`src/rtl/issue_pkg.sv`:
```
// Shared decode definitions for the issue-group former: opcode field
// positions, per-instruction decode helpers and the decoded-instruction
// record consumed by the dependency checker.
package issue_pkg;

    localparam int OP_LSB  = 2;
    localparam int OP_MSB  = 6;
    localparam int RD_LSB  = 7;
    localparam int RS1_LSB = 15;
    localparam int RS2_LSB = 20;
    localparam int REG_W   = 5;

    typedef logic [OP_MSB-OP_LSB:0] op_t;
    typedef logic [REG_W-1:0]       reg_idx_t;

    typedef struct packed {
        logic     branch;
        logic     reg_write;
        logic     use_rs1;
        logic     use_rs2;
        logic     store;
        reg_idx_t rs1;
        reg_idx_t rs2;
        reg_idx_t rd;
    } dec_t;

    function automatic logic dec_branch(input op_t op);
        return op[4];
    endfunction

    function automatic logic dec_reg_write(input op_t op);
        return op[0] | op[2] | ~op[3];
    endfunction

    function automatic logic dec_use_rs1(input op_t op);
        return ~op[0] | (~op[3] & ~op[4]);
    endfunction

    function automatic logic dec_use_rs2(input op_t op);
        return ~op[0] & op[3];
    endfunction

    function automatic logic dec_store(input op_t op);
        return ~op[4] & op[3] & ~op[2];
    endfunction

    function automatic dec_t decode(input logic [31:0] inst);
        op_t  op;
        dec_t d;
        op          = inst[OP_MSB:OP_LSB];
        d.branch    = dec_branch(op);
        d.reg_write = dec_reg_write(op);
        d.use_rs1   = dec_use_rs1(op);
        d.use_rs2   = dec_use_rs2(op);
        d.store     = dec_store(op);
        d.rs1       = inst[RS1_LSB +: REG_W];
        d.rs2       = inst[RS2_LSB +: REG_W];
        d.rd        = inst[RD_LSB +: REG_W];
        return d;
    endfunction

endpackage

```
`src/rtl/issue_group_check_if.sv`:
```
// Fetch-side and decode-side signal bundle of the issue-group former.
// master: the fetch/decode environment; slave: the issue-group former.
interface issue_group_check_if #(
    parameter int ISSUE_W = 2,
    parameter int PC_W    = 13
);
    logic                    fail_predict;
    logic                    stall;
    logic                    in_valid;
    logic                    in_ready;
    logic [ISSUE_W-1:0]      in_mask;
    logic [ISSUE_W*PC_W-1:0] in_pc;
    logic [ISSUE_W*32-1:0]   in_inst;
    logic [ISSUE_W-1:0]      out_mask;
    logic [ISSUE_W*PC_W-1:0] out_pc;
    logic [ISSUE_W*32-1:0]   out_inst;
    logic [ISSUE_W-1:0]      branch_lane;

    modport master (
        output fail_predict, stall, in_valid, in_mask, in_pc, in_inst,
        input  in_ready, out_mask, out_pc, out_inst, branch_lane
    );

    modport slave (
        input  fail_predict, stall, in_valid, in_mask, in_pc, in_inst,
        output in_ready, out_mask, out_pc, out_inst, branch_lane
    );
endinterface

```
`src/rtl/issue_dep_pair.sv`:
```
// Pairwise hazard check: asserts block_o when the younger instruction may
// not share an issue group with the older one (RAW on a non-x0 destination,
// older is a branch, or both are stores).
module issue_dep_pair
    import issue_pkg::*;
(
    input  dec_t older_i,
    input  dec_t younger_i,
    output logic block_o
);
    logic raw_hit;
    logic unused_fields;

    assign raw_hit = older_i.reg_write && (older_i.rd != '0) &&
                     ((younger_i.use_rs1 && (younger_i.rs1 == older_i.rd)) ||
                      (younger_i.use_rs2 && (younger_i.rs2 == older_i.rd)));

    assign block_o = raw_hit || older_i.branch || (older_i.store && younger_i.store);

    // Fields that only matter in the other role of the pair.
    assign unused_fields = ^{older_i.use_rs1, older_i.use_rs2, older_i.rs1, older_i.rs2,
                             younger_i.branch, younger_i.reg_write, younger_i.rd};
endmodule

```
`src/rtl/issue_group_check.sv`:
```
// N-wide in-order issue-group former between fetch and decode. Fetch groups
// are queued in a circular buffer; each cycle the longest dependency-free
// in-order prefix (up to ISSUE_W) at the head is presented combinationally.
// Optional build macro ISSUE_GROUP_PERF_EN adds split_cnt/issue_cnt counters.
module issue_group_check
    import issue_pkg::*;
#(
    parameter int ISSUE_W = 2,
    parameter int DEPTH   = 8,
    parameter int PC_W    = 13
) (
    input  logic        CLK,
    input  logic        RST,
`ifdef ISSUE_GROUP_PERF_EN
    output logic [31:0] split_cnt,
    output logic [31:0] issue_cnt,
`endif
    issue_group_check_if.slave bus
);
    localparam int PTR_W = $clog2(DEPTH);
    localparam int CNT_W = PTR_W + 1;

    typedef logic [PTR_W-1:0] ptr_t;
    typedef logic [CNT_W-1:0] cnt_t;

    logic [31:0]     inst_mem_q [DEPTH];
    logic [PC_W-1:0] pc_mem_q   [DEPTH];

    ptr_t               head_q, head_d;
    ptr_t               tail_q, tail_d;
    cnt_t               count_q, count_d;
    logic [ISSUE_W-1:0] branch_lane_q, branch_lane_d;

    logic [31:0]              cand_inst [ISSUE_W];
    logic [PC_W-1:0]          cand_pc   [ISSUE_W];
    dec_t                     cand_dec  [ISSUE_W];
    logic [ISSUE_W-1:0]       cand_valid;
    logic [ISSUE_W*ISSUE_W-1:0] blk;
    logic [ISSUE_W-1:0]       issue;
    logic [ISSUE_W-1:0]       branch_first;
    logic                     branch_found;
    logic                     in_ready;
    logic                     push_en;
    cnt_t                     pop_n, push_n;

    assign in_ready = (cnt_t'(DEPTH) - count_q) >= cnt_t'(ISSUE_W);
    assign push_en  = bus.in_valid && in_ready;

    // Gather and decode the candidate window starting at the queue head.
    always_comb begin
        for (int k = 0; k < ISSUE_W; k++) begin
            cand_inst[k]  = inst_mem_q[head_q + ptr_t'(k)];
            cand_pc[k]    = pc_mem_q[head_q + ptr_t'(k)];
            cand_dec[k]   = decode(cand_inst[k]);
            cand_valid[k] = count_q > cnt_t'(k);
        end
    end

    // One hazard checker per (older, younger) pair inside the window.
    for (genvar i = 0; i < ISSUE_W; i++) begin : g_old
        for (genvar j = 0; j < ISSUE_W; j++) begin : g_yng
            if (i < j) begin : g_pair
                issue_dep_pair u_pair (
                    .older_i   (cand_dec[i]),
                    .younger_i (cand_dec[j]),
                    .block_o   (blk[i*ISSUE_W+j])
                );
            end else begin : g_none
                assign blk[i*ISSUE_W+j] = 1'b0;
            end
        end
    end

    // Prefix mask: a lane issues only if every older lane issued and no
    // older lane blocks it; also locate the first issued branch.
    always_comb begin
        // NOTE: every always_comb output gets a default first so no path leaves it unassigned (no latch).
        issue        = '0;
        branch_first = '0;
        branch_found = 1'b0;
        issue[0]     = cand_valid[0];
        for (int j = 1; j < ISSUE_W; j++) begin
            issue[j] = issue[j-1] & cand_valid[j];
            for (int i = 0; i < j; i++) begin
                if (blk[i*ISSUE_W+j]) issue[j] = 1'b0;
            end
        end
        for (int k = 0; k < ISSUE_W; k++) begin
            if (issue[k] && cand_dec[k].branch && !branch_found) begin
                branch_first[k] = 1'b1;
                branch_found    = 1'b1;
            end
        end
    end

    // Drive the issued lanes; unissued lanes read as zero.
    always_comb begin
        bus.out_mask = issue;
        bus.out_pc   = '0;
        bus.out_inst = '0;
        for (int k = 0; k < ISSUE_W; k++) begin
            if (issue[k]) begin
                bus.out_pc[k*PC_W +: PC_W] = cand_pc[k];
                bus.out_inst[k*32 +: 32]   = cand_inst[k];
            end
        end
    end

    // Lane counts for pop (issued) and push (fetched).
    always_comb begin
        pop_n  = '0;
        push_n = '0;
        for (int k = 0; k < ISSUE_W; k++) begin
            pop_n  = pop_n + cnt_t'(issue[k]);
            push_n = push_n + cnt_t'(bus.in_mask[k]);
        end
    end

    // Pointer, occupancy and branch-lane next state; flush overrides all.
    always_comb begin
        head_d        = head_q;
        tail_d        = tail_q;
        count_d       = count_q;
        branch_lane_d = branch_lane_q;
        if (bus.fail_predict) begin
            head_d        = '0;
            tail_d        = '0;
            count_d       = '0;
            branch_lane_d = '0;
        end else begin
            if (push_en) begin
                tail_d  = tail_q + ptr_t'(push_n);
                count_d = count_d + push_n;
            end
            if (!bus.stall) begin
                head_d        = head_q + ptr_t'(pop_n);
                count_d       = count_d - pop_n;
                branch_lane_d = branch_first;
            end
        end
    end

    // Control state register with synchronous reset.
    always_ff @(posedge CLK) begin
        // NOTE: sequential state is updated with non-blocking assignments only.
        if (RST) begin
            head_q        <= '0;
            tail_q        <= '0;
            count_q       <= '0;
            branch_lane_q <= '0;
        end else begin
            head_q        <= head_d;
            tail_q        <= tail_d;
            count_q       <= count_d;
            branch_lane_q <= branch_lane_d;
        end
    end

    // Queue storage write at the tail for each valid fetch lane.
    always_ff @(posedge CLK) begin
        // NOTE: storage is not reset; entries are only read once count covers them.
        if (push_en && !bus.fail_predict) begin
            for (int k = 0; k < ISSUE_W; k++) begin
                if (bus.in_mask[k]) begin
                    inst_mem_q[tail_q + ptr_t'(k)] <= bus.in_inst[k*32 +: 32];
                    pc_mem_q[tail_q + ptr_t'(k)]   <= bus.in_pc[k*PC_W +: PC_W];
                end
            end
        end
    end

    assign bus.in_ready    = in_ready;
    assign bus.branch_lane = branch_lane_q;

`ifdef ISSUE_GROUP_PERF_EN
    logic [31:0] split_cnt_q;
    logic [31:0] issue_cnt_q;
    cnt_t        cand_n;

    assign cand_n = (count_q < cnt_t'(ISSUE_W)) ? count_q : cnt_t'(ISSUE_W);

    // Performance counters: issued lanes and dependency-split groups.
    always_ff @(posedge CLK) begin
        if (RST) begin
            split_cnt_q <= '0;
            issue_cnt_q <= '0;
        end else if (!bus.stall) begin
            issue_cnt_q <= issue_cnt_q + 32'(pop_n);
            if ((count_q >= cnt_t'(2)) && (pop_n < cand_n)) split_cnt_q <= split_cnt_q + 32'd1;
        end
    end

    assign split_cnt = split_cnt_q;
    assign issue_cnt = issue_cnt_q;
`endif
endmodule

```
`src/flat_wrapper.sv`:
```
// flat-port wrapper written by rule: the top's interface ports become plain ports
module issue_group_check_flat import issue_pkg::*;
#(
    parameter int ISSUE_W = 2,
    parameter int DEPTH   = 8,
    parameter int PC_W    = 13
)
  (CLK, RST, bus_fail_predict, bus_stall, bus_in_valid, bus_in_mask, bus_in_pc, bus_in_inst, bus_in_ready, bus_out_mask, bus_out_pc, bus_out_inst, bus_branch_lane);
  issue_group_check_if #(.ISSUE_W(ISSUE_W), .PC_W(PC_W)) bus_i ();
  input  logic CLK;
  input  logic RST;
  input wire logic [$bits(bus_i.fail_predict)-1:0] bus_fail_predict;
  input wire logic [$bits(bus_i.stall)-1:0] bus_stall;
  input wire logic [$bits(bus_i.in_valid)-1:0] bus_in_valid;
  input wire logic [$bits(bus_i.in_mask)-1:0] bus_in_mask;
  input wire logic [$bits(bus_i.in_pc)-1:0] bus_in_pc;
  input wire logic [$bits(bus_i.in_inst)-1:0] bus_in_inst;
  output wire logic [$bits(bus_i.in_ready)-1:0] bus_in_ready;
  output wire logic [$bits(bus_i.out_mask)-1:0] bus_out_mask;
  output wire logic [$bits(bus_i.out_pc)-1:0] bus_out_pc;
  output wire logic [$bits(bus_i.out_inst)-1:0] bus_out_inst;
  output wire logic [$bits(bus_i.branch_lane)-1:0] bus_branch_lane;
  assign bus_i.fail_predict = bus_fail_predict;
  assign bus_i.stall = bus_stall;
  assign bus_i.in_valid = bus_in_valid;
  assign bus_i.in_mask = bus_in_mask;
  assign bus_i.in_pc = bus_in_pc;
  assign bus_i.in_inst = bus_in_inst;
  assign bus_in_ready = bus_i.in_ready;
  assign bus_out_mask = bus_i.out_mask;
  assign bus_out_pc = bus_i.out_pc;
  assign bus_out_inst = bus_i.out_inst;
  assign bus_branch_lane = bus_i.branch_lane;
  issue_group_check #(.ISSUE_W(ISSUE_W), .DEPTH(DEPTH), .PC_W(PC_W)) u_core (.CLK(CLK), .RST(RST), .bus(bus_i));
endmodule
```
`config.mk`:
```
export PLATFORM = sky130hd
export DESIGN_NAME = issue_group_check_flat
export DESIGN_NICKNAME = d
export VERILOG_FILES = /design/src/rtl/issue_pkg.sv /design/src/rtl/issue_group_check_if.sv /design/src/rtl/issue_dep_pair.sv /design/src/rtl/issue_group_check.sv /design/src/flat_wrapper.sv
export SDC_FILE = /design/constraint.sdc
export NUM_CORES = 1
export LEC_CHECK = 0
export ABC_AREA = 1
export CORE_ASPECT_RATIO = 0.5
export CORE_UTILIZATION = 30
export CTS_BUF_LIST = sky130_fd_sc_hd__clkbuf_2 sky130_fd_sc_hd__clkbuf_4 sky130_fd_sc_hd__clkbuf_8
export DETAILED_ROUTE_END_ITERATION = 10
export HOLD_SLACK_MARGIN = 0.06
export PLACE_DENSITY_LB_ADDON = 0.15
export SYNTH_ARGS = -nofsm -noshare
export SYNTH_HDL_FRONTEND = slang
export SYNTH_SLANG_ARGS = --single-unit
```
`constraint.sdc`:
```
create_clock -name CLK -period 9.71 [get_ports CLK]
set_input_delay 2.913 -clock CLK [delete_from_list [all_inputs] [get_ports CLK]]
set_output_delay 2.913 -clock CLK [all_outputs]
set_load 0.005 [all_outputs]
```
After elaboration in Yosys (flattened, before gate mapping) --
Memory sizes are Yosys's and may differ from the RTL's. A register that Yosys moved wholly into a read port is not among the register bits. Cells that the tools add are included.
Operators by class: add/sub/neg operators 9, $lt $le $gt $ge 3, eq/ne operators 2, muxes and demuxes 20, bitwise gates (word level) 17, reduce and logical (&&, ||, !) cells 17
Operator list (number):
- $mux 32 | 2
- $mux 13 | 2
- $mux 3 | 4
- $mux 4 | 3
- $eq 5x5->1 | 2
- $logic_and 1x1->1 | 10
- $mux 1 | 9
- $gt 4x1->1 const B | 2
- $and 1x1->1 | 7
- $not 1->1 | 7
- $add 3x1->3 const B | 2
- $add 3x3->3 | 2
- $reduce_bool 5->1 | 1
- $add 1x1->2 | 2
- $add 4x4->4 | 1
- $ge 4x2->1 const B | 1
- $sub 4x4->4 | 1
- $sub 4x4->4 const A | 1
- $logic_or 1x1->1 | 3
- $or 1x1->1 | 3
- $logic_not 1->1 | 2
- $reduce_or 2->1 | 1
Storage, ports and cells: register bits 12, RAM bits 360, bits of input ports 97, output and inout port bits 95, logic and storage cells 74, memories kept 2
Memory list:
- u_core.inst_mem_q | depth 8, bits a word 32, read ports 2, clocked after memory_dff 1, wr ports 2, RTL line issue_group_check.sv:26 | logic [31:0] inst_mem_q [DEPTH];
- u_core.pc_mem_q | depth 8, bits a word 13, read ports 2, clocked after memory_dff 1, wr ports 2, RTL line issue_group_check.sv:27 | logic [PC_W-1:0] pc_mem_q [DEPTH];

Longest topological paths before layout --
Gate-level depths: netlist of run 1. An unclocked memory read counts as a cell.
depth in word-level cells 15, depth in mapped cells 24

Hierarchy --
Synthesis of run 1 repeated with hierarchy kept, for this count alone.
Unflattened totals: cell total of the unflattened synthesis 3329, area, all modules 24116.9 µm²
Modules (own cells, without submodules):
- issue_group_check | times used 1, cells each 3270, area an instance 23875.4 µm²
- issue_dep_pair | times used 1, cells each 59, area an instance 241.5 µm²

Worst setup path after synthesis of run 1 --
Ideal clock, no wire load.
kind in2reg, from in bus_in_valid, to mem u_core.inst_mem_q[3][0] (enable), setup time 510 ps, arrival 6634 ps, path slack 2567 ps, stages 4, path buffers 0, cells stage by stage nand2_4 nor3b_1 nand3_1 o21ai_0
RTL lines:
- start: declaration | RTL line flat_wrapper.sv:14 | input wire logic [$bits(bus_i.in_valid)-1:0] bus_in_valid;
- end: declaration | RTL line issue_group_check.sv:26

Final worst setup path of run 1 --
from reg u_core.head_q[0], to out bus_out_inst[47]
On the way: word-level cells in the longest chain between the ends 12, elaborated cells on any way between the ends 22
Ends and longest elaborated chain:
- start: declaration | RTL line issue_group_check.sv:29 | ptr_t head_q, head_d;
- start signal: assignment | RTL line issue_group_check.sv:147 | head_q <= '0;
- start signal: assignment | RTL line issue_group_check.sv:152 | head_q <= head_d;
- $add 3x1->3 (*) | RTL line issue_group_check.sv:52 | cand_inst[k] = inst_mem_q[head_q + ptr_t'(k)];
- $mem_v2 8x32 (*)
- $not 1->1 (on tied branches)
- $and 1x1->1 | RTL line issue_pkg.sv:36 | return ~op[0] | (~op[3] & ~op[4]);
- $or 1x1->1 | RTL line issue_pkg.sv:36
- $logic_and 1x1->1 | RTL line issue_dep_pair.sv:15 | ((younger_i.use_rs1 && (younger_i.rs1 == older_i.rd)) ||
- $logic_or 1x1->1 | RTL line issue_dep_pair.sv:15
- $logic_and 1x1->1 | RTL line issue_dep_pair.sv:14 | assign raw_hit = older_i.reg_write && (older_i.rd != '0) &&
- $logic_or 1x1->1 (2 in series) | RTL line issue_dep_pair.sv:18 | assign block_o = raw_hit || older_i.branch || (older_i.store && younger_i.store);
- $mux 1 | RTL line issue_group_check.sv:85 | if (blk[i*ISSUE_W+j]) issue[j] = 1'b0;
- $mux 32 (*) | RTL line issue_group_check.sv:102 | if (issue[k]) begin
- end: declaration | RTL line flat_wrapper.sv:21 | output wire logic [$bits(bus_i.out_inst)-1:0] bus_out_inst;
Every way passes the cells marked *; elsewhere a longest branch is shown, timed or not.

==> results.py, run 1 <==
metrics = {
    "grt": {
        "grt_max_degree": 151,
        "top_usage_layer": "met2",
        "met3_usage": 0.0343,
        "grt_antenna_before_repair": 1,
        "grt_overflow": 0,
        "met2_usage": 0.348,
        "grt_pass1_vias": 20700,
        "grt_pass1_wl_um": 132000,
        "grt_use_met1": 0.292,
        "track_usage": 0.215,
    },
    "finish": {
        "nets": 3074,
        "syn_to_final_growth_pct": 13.2,
        "postLayoutCoreUtil": 0.347,
        "final_cells": 4035,
        "layout-drive-gt1-share": 0.0980,
        "diodes": 0,
    },
    "placed_design": {
        "place_inst": 3927,
        "port_buffers": 191,
        "dp_hpwl_um": 49300,
        "place.gp.congestion": 0.797,
    },
    "cts": {
        "ctsRootBufferMaster": "clkbuf_8",
        "cts_hold_buf": 0,
        "cts.clk_slew.worst_paths_ns": 0.05,
        "cts_buffer_depth": 3,
        "postCtsSetupBuffers": 0,
        "htreeDepth": 3,
        "cts_sinks": 375,
        "cts_tree": "built",
        "ctsResizeCount": 0,
        "cts_buffers": 67,
        "clock_latency_ns": 0.68,
    },
    "sta": {
        "finalCriticalPeriod_ns": 7.92,
        "rsz0062_at_grt": "no",
        "drv_slew": 0,
        "fin_skew_ns": 0.0184,
        "setup_tns_ns": 0,
        "final_hold_viol_count": 0,
        "slew_headroom": 0.253,
        "period_share": 0.816,
        "finalSetupViolations": 0,
        "worstMarginPinSlew_ns": 1.12,
        "max_clock_freq_mhz": 126,
    },
    "power": {
        "power_density_nw_per_um2": 163,
        "p_leak_nw": 10.7,
        "peakVddDrop_mv": 0.0964,
    },
    "die": {
        "coreArea_um2": 78300,
        "dieHeight_um": 202,
        "io_pins": 192,
        "die_x_um": 402,
        "dieArea_um2": 81300,
        "num_rows": 72,
        "start_util": 0.307,
    },
    "synth": {
        "synth_warnings": 0,
        "syn_area_per_cell_um2": 8.18,
        "yosys.cell_types.count": 40,
        "synth_seq_area_share": 0.463,
        "syn_nets": 3050,
        "ys_ff_latch": 375,
        "synthCells": 2936,
        "synthesis.area_um2": 24000,
    },
    "drt": {
        "dr.first_iter.drc_count": 2120,
        "wl_per_cell_um": 21.9,
        "dr.pass1.iters": 6,
        "ant_nets": 0,
        "vias": 21200,
        "vias_per_cell": 5.26,
        "wl_um": 88200,
        "drc_errors": 0,
    },
    "hold_path": {
        "worst_hold_path.num_cells": 2,
        "hold_class": "reg2reg",
    },
    "critical_path": {
        "worstSetupEndpointType": "primary output",
        "ff2ff_setup_slack_ns": 4.52,
        "cp_max_fo": 65,
        "critPathKind": "reg2out",
        "cp.required_ns": 6.80,
        "ff2ff_path_depth": 19,
        "cp.arrival_ns": 5.01,
        "start_kind": "register",
    },
    "flow_run": {
        "cap_violations": 0,
    },
    "run_status": {
        "run_status": "finished clean",
    },
}
==> metrics by stage <==
step | power, mW | hold WS, ns | area, um^2 | setup WS (ns)
finish | 4.43 | 0.470 | 27200 | 1.79
global route | 4.64 | 0.507 | 27200 | 1.51
CTS | 4.47 | 0.477 | 27200 | 1.73
detailed placement | 2.97 | 0.468 | 25900 | 2.48
global placement | 2.96 | 0.460 | 25900 | 2.48
floorplan | 2.51 | 0.453 | 24000 | 2.57
==> cells in the mapped netlist <==
master | instances | area share
nor2_1 | 124 | 0.019
buf_2 | 82 | 0.017
o21ai_2 | 123 | 0.045
nand2_1 | 745 | 0.12
nand4_1 | 1 | 0.00026
o21ai_1 | 250 | 0.052
nand3_1 | 115 | 0.024
a21oi_1 | 225 | 0.047
o31ai_1 | 1 | 0.00031
xnor2_1 | 2 | 0.00073
ha_1 | 13 | 0.0068
nand3b_2 | 1 | 0.00047
nor4_1 | 1 | 0.00026
nor3b_2 | 1 | 0.00052
buf_4 | 3 | 0.00094
nand4_4 | 8 | 0.0071
o211ai_1 | 27 | 0.0084
buf_1 | 24 | 0.0038
nor3b_1 | 1 | 0.00031
edfxtp_1 | 360 | 0.45
buf_6 | 78 | 0.037
a221oi_1 | 31 | 0.011
xor2_1 | 2 | 0.00073
clkbuf_1 | 81 | 0.013
o22ai_1 | 26 | 0.0068
nor3_1 | 3 | 0.00063
fa_1 | 4 | 0.0033
a211oi_1 | 1 | 0.00031
a31oi_1 | 67 | 0.017
inv_2 | 7 | 0.0011
dfxtp_1 | 15 | 0.013
a21oi_2 | 1 | 0.00036
o21ai_0 | 249 | 0.052
clkinv_1 | 1 | 0.00016
xnor2_4 | 1 | 0.0011
xnor2_2 | 1 | 0.00068
inv_1 | 257 | 0.040
or2_1 | 1 | 0.00026
nand2_4 | 2 | 0.00094
and2_1 | 1 | 0.00026
==> worst max-delay path: stages, from the launching register on <==
cell and delay, ns:
dfxtp_4 0.59, ha_4 0.51, buf_4 0.88, nand3_1 0.20, nand2_1 0.11, nand2_1 0.05
nand2_1 0.15, nand2_1 0.06, nand2_1 0.07, nor2_1 0.04, nand3_1 0.06, nand2_1 0.07
nand2_1 0.13, nand2_4 0.41, nor2_1 0.42, clkdlybuf4s50_1 0.57
==> cell usage in the layout, fill, tap and decap left out, types with 2 or more instances in the layout <==
cell / synthesis / routed
ha_1: 13 / 12
nand4_4: 8 / 8
clkinvlp_4: 0 / 2
clkbuf_4: 0 / 24
xnor2_1: 2 / 2
o21ai_2: 123 / 123
o21ai_1: 250 / 244
inv_2: 7 / 5
clkdlybuf4s50_1: 0 / 191
o211ai_1: 27 / 27
edfxtp_1: 360 / 360
dfxtp_1: 15 / 12
clkinv_2: 0 / 2
o22ai_1: 26 / 26
inv_6: 0 / 4
a21oi_1: 225 / 225
clkbuf_8: 0 / 69
a221oi_1: 31 / 31
xnor2_4: 1 / 2
o21ai_4: 0 / 8
clkinv_1: 1 / 7
inv_1: 257 / 256
o21ai_0: 249 / 247
inv_8: 0 / 3
nand2_1: 745 / 744
a31oi_1: 67 / 67
nor3_1: 3 / 3
buf_4: 3 / 31
nand2_4: 2 / 3
fa_1: 4 / 4
nor2_1: 124 / 124
dfxtp_4: 0 / 3
nand3_1: 115 / 115
==> final cells by class <==
| type | count | area, um^2 |
|---|---|---|
| Inverter | 265 | 1010 |
| Fill cell | 8072 | 51100 |
| Clock inverter | 15 | 124 |
| Tap cell | 1036 | 1300 |
| Multi-Input combinational cell | 2028 | 10300 |
| Timing Repair Buffer | 223 | 2160 |
| Sequential cell | 375 | 11100 |
| Clock buffer | 93 | 1130 |
==> flip-flops by register name, summed over array words and instances, names as in the netlist, named ones only <==
name                    cells
u_core.count_q              4
u_core.head_q               3
u_core.inst_mem_q         256
u_core.bus.branch_lane      2
u_core.pc_mem_q           104
u_core.tail_q               3
==> final timing paths <==
check	startpoint	endpoint
worst min register to register	u_core.bus.branch_lane[0]	u_core.bus.branch_lane[0]
worst max-delay path	u_core.head_q[0]	bus_out_inst[47]
worst min-delay path	u_core.bus.branch_lane[0]	u_core.bus.branch_lane[0]
worst max register to register	u_core.head_q[0]	u_core.count_q[1]
==> per-layer routing <==
metal	routed length, um	part of all wire
met5	13	0.00015
met4	2190	0.025
met3	5830	0.066
met2	40500	0.46
met1	39700	0.45
==> logic make-up (layout without fill, tap and decap cells) <==
kind of cell	count (synthesis)	in the layout	share of synthesized area
adders and majority gates	17	17	0.0101
buffers and inverters	533	596	0.112
DFF	375	375	0.463
xor gates and xnor gates	6	6	0.00328
and+or+nand+nor	1004	1004	0.171
AOI/OAI and AO/OA	1001	1001	0.241
==> report_power, final <==
part	internal, mW	switching (mW)
Clock	0.779	0.721
Sequential	1.82	0.0317
Combinational	0.390	0.689
Note: power is estimated with default switching activity, not from simulation.
==> run 2: changes to the inputs <==
==> constraint.sdc (replaced) <==
create_clock -name CLK -period 7.03 [get_ports CLK]
set_input_delay 2.109 -clock CLK [delete_from_list [all_inputs] [get_ports CLK]]
set_output_delay 2.109 -clock CLK [all_outputs]
set_load 0.005 [all_outputs]
==> run 2 against run 1 <==
  * Non-clock buffer count is 17 higher
  * Largest power group unchanged
  * Combinational power is 39% higher
  * Critical path type unchanged
  * Count of clock-buffer cells in the layout is 6 lower
==> results.py, run 2 (synthesized netlist as in run 1, its figures left out) <==
metrics = {
    "run_status": {
        "run_status": "finished clean",
    },
    "sta": {
        "rsz0062_at_grt": "no",
        "finalSetupViolations": 0,
        "setup_tns_ns": 0,
        "final_hold_viol_count": 0,
        "period_share": 0.948,
        "worstMarginPinSlew_ns": 1.26,
        "slew_headroom": 0.162,
        "finalCriticalPeriod_ns": 6.66,
        "fin_skew_ns": 0.0318,
        "drv_slew": 0,
        "max_clock_freq_mhz": 150,
    },
    "cts": {
        "ctsResizeCount": 0,
        "cts_tree": "built",
        "clock_latency_ns": 0.71,
        "cts_hold_buf": 0,
        "cts_buffers": 67,
        "ctsRootBufferMaster": "clkbuf_8",
        "cts_buffer_depth": 3,
        "postCtsSetupBuffers": 0,
        "htreeDepth": 3,
        "cts_sinks": 375,
        "cts.clk_slew.worst_paths_ns": 0.07,
    },
    "drt": {
        "dr.first_iter.drc_count": 1930,
        "vias": 21300,
        "dr.pass1.iters": 7,
        "drc_errors": 0,
        "ant_nets": 0,
        "wl_um": 88200,
        "wl_per_cell_um": 21.7,
        "vias_per_cell": 5.25,
    },
    "placed_design": {
        "place.gp.congestion": 0.807,
        "port_buffers": 191,
        "placed_cell_area_um2": 26100,
        "dp_hpwl_um": 49100,
    },
    "power": {
        "p_sw_mw": 2.02,
        "clkPwrFrac": 0.335,
        "pwr-share-comb": 0.246,
        "power_density_nw_per_um2": 223,
        "switching_share": 0.332,
        "peakVddDrop_mv": 0.126,
        "p_seq_frac": 0.420,
        "total_power_mw": 6.09,
        "p_leak_nw": 10.8,
        "p_int_mw": 4.07,
    },
    "finish": {
        "largest_reg_flops": 256,
        "mostFrequentLayoutCell": "nand2_1",
        "layout-drive-gt1-share": 0.102,
        "nFillCells": 8025,
        "mostFrequentLayoutCells": "744 x nand2_1, 360 x edfxtp_1, 256 x inv_1",
        "final_cell_area_um2": 27300,
        "top_register": "u_core.inst_mem_q",
        "syn_to_final_growth_pct": 13.7,
        "nets": 3091,
        "postLayoutCoreUtil": 0.349,
        "largestRegisters": "u_core.inst_mem_q x256, u_core.pc_mem_q x104, u_core.count_q x4",
    },
    "critical_path": {
        "critPathSlowestCell": "dfxtp_4",
        "cpMostUsedCell": "buf_4",
        "worst_path_largest_cell_delay_ns": 0.60,
        "worstSetupEndpointType": "primary output",
        "critPathKind": "reg2out",
        "cp.required_ns": 4.92,
        "start_kind": "register",
        "crit_chain": "ha_4 > inv_4 > buf_4 > buf_4 > a21oi_1 > a221oi_1 > a31oi_1 > nor2_1 > clkdlybuf4s50_1",
        "cp_max_fo": 35,
        "cp.arrival_ns": 4.55,
        "critical_path.top_delay_family": "buffers and inverters",
        "crit_buf_inv": 4,
    },
    "grt": {
        "grt_overflow": 0,
        "track_usage": 0.214,
        "grt_max_degree": 118,
        "grt_pass1_vias": 20200,
        "grt_antenna_before_repair": 0,
        "grt_pass1_wl_um": 130000,
    },
    "die": {
        "dieHeight_um": 202,
        "coreArea_um2": 78300,
        "start_util": 0.307,
        "io_pins": 192,
        "die_x_um": 402,
        "dieArea_um2": 81300,
        "num_rows": 72,
    },
    "hold_path": {
        "hold_class": "reg2reg",
    },
    "flow_run": {
        "cap_violations": 0,
    },
}
[run 2: cell types whose count changed in the layout (fill, tap and decap cells not counted), sizes merged]
cell / previous run / this run
clkinv: 9 / 23
diode: 0 / 1
clkinvlp: 2 / 3
inv: 268 / 267
bufinv: 1 / 0
buf: 32 / 49
clkbuf: 93 / 87
[run 2: tightest hold or removal path, delay by kind of cell (launching register included)]
kind               cells  cell delay [ns]
DFF                    1             0.31
and+or+nand+nor        1             0.06
AOI/OAI and AO/OA      1             0.06
[run 2: worst paths after layout]
path                             startpoint                         to  slack (ns)  cells after the start
setup / recovery           u_core.head_q[0]             bus_out_pc[17]        0.37                      9
hold reg to reg   u_core.bus.branch_lane[0]  u_core.bus.branch_lane[0]        0.48                      2
setup reg to reg                   register           u_core.head_q[2]        2.31                     20
hold / removal    u_core.bus.branch_lane[0]  u_core.bus.branch_lane[0]        0.48                      2
[run 2: power by group through the flow]
stage          sequential (mW)  clock, mW  combinational, mW
2_1_floorplan             2.58          0              0.886
3_3_place_gp              2.60          0               1.49
3_5_place_dp              2.60          0               1.50
4_1_cts                   2.56       2.08               1.51
5_1_grt                   2.56       2.17               1.64
6_report                  2.56       2.04               1.50
[run 2: per-layer routing]
metal / track usage / vias to the layer above / wire length [um]
met5: 0 / - / 0
met4: 0.0622 / 0 / 2100
met3: 0.0339 / 155 / 5550
met2: 0.347 / 776 / 40500
met1: 0.294 / 10200 / 40000
li1: - / 10200 / -
[run 2: cell type report]
type                    instances  area, um^2  share of cell area
clock inverters                28         156             0.00573
clock buffers                  87        1080              0.0395
multi-input cells            2028       10300               0.378
well taps                    1036        1300              0.0475
inverters                     265        1010              0.0369
flip-flops and latches        375       11100               0.407
diodes                          1        2.50           0.0000916
repair buffers                240        2320              0.0850
[run 2: through the flow]
stage,hold slack [ns],setup slack (ns),cells
global placement,0.464,0.928,3944
finish,0.476,0.367,4060
floorplan,0.453,0.691,2936
detailed placement,0.465,0.952,3944
CTS,0.475,0.199,4059
global route,0.499,0.00637,4059
==> run 3: changes to the inputs <==
--- a/config.mk
+++ b/config.mk
@@ -5,10 +5,9 @@
 export SDC_FILE = /design/constraint.sdc
 export NUM_CORES = 1
 export LEC_CHECK = 0
-export ABC_AREA = 1
 export CORE_ASPECT_RATIO = 0.5
 export CORE_UTILIZATION = 30
-export CTS_BUF_LIST = sky130_fd_sc_hd__clkbuf_2 sky130_fd_sc_hd__clkbuf_4 sky130_fd_sc_hd__clkbuf_8
+export CTS_BUF_LIST = sky130_fd_sc_hd__clkbuf_4 sky130_fd_sc_hd__clkbuf_8
 export DETAILED_ROUTE_END_ITERATION = 10
 export HOLD_SLACK_MARGIN = 0.06
 export PLACE_DENSITY_LB_ADDON = 0.15
==> run 3 against run 2 <==
  * Wire length down 13%
  * Count of clock-buffer cells in the layout up 11
  * Sequential share of layout area down 0.52 points
  * Critical path depth up 2
  * Clock power up 2%
  * Core utilization up 1.8 points
  * Hold slack better by 0.056 ns
  * First-iteration DRC count down 39%
  * Setup slack worse by 0.13 ns
  * Critical path type unchanged
==> results.py, run 3 <==
metrics = {
    "run_status": {
        "run_status": "finished clean",
    },
    "drt": {
        "wl_per_cell_um": 28.6,
        "vias": 14400,
        "vias_per_cell": 5.35,
        "drc_errors": 0,
        "wl_um": 76800,
        "ant_nets": 0,
        "dr.first_iter.drc_count": 1168,
        "dr.pass1.iters": 5,
    },
    "finish": {
        "nets": 1726,
        "layout-drive-gt1-share": 0.445,
        "largest_reg_flops": 256,
        "mostFrequentLayoutCells": "360 x edfxtp_1, 272 x mux2_2, 191 x clkdlybuf4s50_1",
        "top_register": "u_core.inst_mem_q",
        "largestRegisters": "u_core.inst_mem_q x256, u_core.pc_mem_q x104, u_core.count_q x4",
        "postLayoutCoreUtil": 0.367,
        "final_cell_area_um2": 27700,
        "final_cells": 2688,
        "mostFrequentLayoutCell": "edfxtp_1",
        "syn_to_final_growth_pct": 20.4,
    },
    "critical_path": {
        "start_kind": "register",
        "ff2ff_setup_slack_ns": 1.79,
        "cp.arrival_ns": 4.68,
        "cp_max_fo": 27,
        "worstSetupEndpointType": "primary output",
        "critPathKind": "reg2out",
        "ff2ff_path_depth": 16,
        "cp.required_ns": 4.92,
    },
    "placed_design": {
        "placed_cell_area_um2": 26200,
        "place.gp.congestion": 0.763,
        "place_inst": 2558,
        "port_buffers": 191,
        "dp_hpwl_um": 44600,
        "pre_cts_ws_ns": 0.183,
    },
    "grt": {
        "grt_pass1_vias": 15300,
        "grt_pass1_wl_um": 110000,
        "track_usage": 0.196,
        "grt_max_degree": 123,
        "grt_overflow": 0,
        "grt_antenna_before_repair": 4,
    },
    "cts": {
        "cts_buffer_depth": 3,
        "clock_latency_ns": 0.68,
        "cts.clk_slew.worst_paths_ns": 0.06,
        "cts_buffers": 67,
        "htreeDepth": 3,
        "cts_tree": "built",
        "ctsRootBufferMaster": "clkbuf_8",
        "cts_sinks": 375,
    },
    "die": {
        "coreArea_um2": 75400,
        "dieArea_um2": 77800,
        "num_rows": 71,
        "dieHeight_um": 198,
        "die_x_um": 393,
        "io_pins": 192,
        "start_util": 0.305,
    },
    "power": {
        "p_int_mw": 4.38,
        "power_density_nw_per_um2": 225,
        "switching_share": 0.298,
        "total_power_mw": 6.23,
        "p_sw_mw": 1.86,
        "p_leak_nw": 8.69,
        "clkPwrFrac": 0.333,
        "p_seq_frac": 0.410,
        "peakVddDrop_mv": 0.146,
        "pwr-share-comb": 0.257,
    },
    "synth": {
        "async_flop_share": 0,
        "synthCells": 1414,
        "synthFlopType": "edfxtp_1",
        "syn_area_per_cell_um2": 16.2,
        "yosys.cell_types.count": 56,
        "synthesis.area_um2": 23000,
        "synth_edf_count": 360,
        "synth_seq_area_share": 0.484,
        "synth_common_cells": "360 x edfxtp_1, 272 x mux2_2, 169 x mux4_2, 103 x mux2i_1, 78 x mux2_4",
        "syn_nets": 1528,
        "synth_warnings": 0,
        "synth_top_area_frac": 0.471,
        "synth_most_common_cell": "edfxtp_1",
        "synth.area.top_cells": "edfxtp_1 47%, mux4_2 17%, mux2_2 13%",
        "ys_ff_latch": 375,
        "synth_top_cell_by_area": "edfxtp_1",
    },
    "hold_path": {
        "hold_class": "reg2reg",
        "worst_hold_path.num_cells": 2,
    },
    "sta": {
        "rsz0062_at_grt": "no",
        "drv_slew": 0,
        "finalCriticalPeriod_ns": 6.79,
        "setup_tns_ns": 0,
        "final_hold_viol_count": 0,
        "hold_slack_ns": 0.532,
        "finalSetupViolations": 0,
        "max_clock_freq_mhz": 147,
        "slew_headroom": 0.366,
        "setup_ws_ns": 0.240,
        "worstMarginPinSlew_ns": 0.949,
        "fin_skew_ns": 0.0520,
        "period_share": 0.966,
    },
    "flow_run": {
        "cap_violations": 0,
    },
}
-- run 3: cell count changes in the layout (fill, tap and decap cells not counted), moves of 112 or more --
cell,delta
nand2_1,-739
mux2_2,+272
mux4_2,+169
inv_1,-239
a21oi_1,-218
o21ai_2,-123
nand3_1,-112
o21ai_0,-243
o21ai_1,-244
-- run 3: final cells by class --
cell class                 count  area [um^2]
inverter                      17         63.8
fill                        7111        47700
timing repair buffer         240         2500
multi-input combinational    911        11400
clock inverter                23          113
antenna                        2         5.00
tap                         1022         1280
sequential                   375        11100
clock buffer                  98         1170
-- run 3: routing by layer --
metal	up-vias	wire length [um]	global-route usage	part of all wire
li1	6175	-	-	-
met1	7672	32700	0.248	0.43
met2	409	38600	0.344	0.50
met3	113	3690	0.0353	0.048
met4	4	1770	0.0566	0.023
met5	-	28	0	0.00036
-- run 3: path summary, 6_finish.rpt --
kind	from	end
max	u_core.head_q[1]	bus_out_pc[20]
min	u_core.bus.branch_lane[1]	u_core.bus.branch_lane[1]
max reg2reg	register	u_core.head_q[2]
min reg2reg	u_core.bus.branch_lane[1]	u_core.bus.branch_lane[1]
-- run 3: what timing repair did --
item / in CTS / in global routing
gates resized for setup: 11 / 0
setup endpoints to repair: 46 / 0
setup buffers: 7 / 0
hold buffers: 0 / 0
-- run 3: critical path, stage by stage (launching register included) --
cell	delay, ns
dfxtp_1	0.35
ha_4	0.65
buf_4	0.36
nand3b_1	0.11
mux2_2	0.29
nand4_1	0.28
xor2_1	0.18
nor3_1	0.07
a311o_2	0.48
buf_12	0.18
nor3_2	0.43
clkdlybuf4s50_1	0.60
-- run 3: power groups by stage --
| stage | sequential [mW] | combinational (mW) | clock (mW) |
|---|---|---|---|
| after floorplan | 2.58 | 0.896 | 0 |
| after global routing | 2.56 | 1.71 | 2.21 |
| after CTS | 2.55 | 1.63 | 2.12 |
| after global placement | 2.60 | 1.58 | 0 |
| final | 2.55 | 1.60 | 2.08 |
| after detailed placement | 2.60 | 1.59 | 0 |
-- run 3: cells by family after synthesis --
family / after synthesis / share of synthesized area
compound gates: 32 / 0.0104
xor+xnor: 17 / 0.00713
fa+ha+maj: 17 / 0.0106
buf+inv: 128 / 0.0296
flops: 375 / 0.484
mux: 641 / 0.404
simple gates: 204 / 0.0543
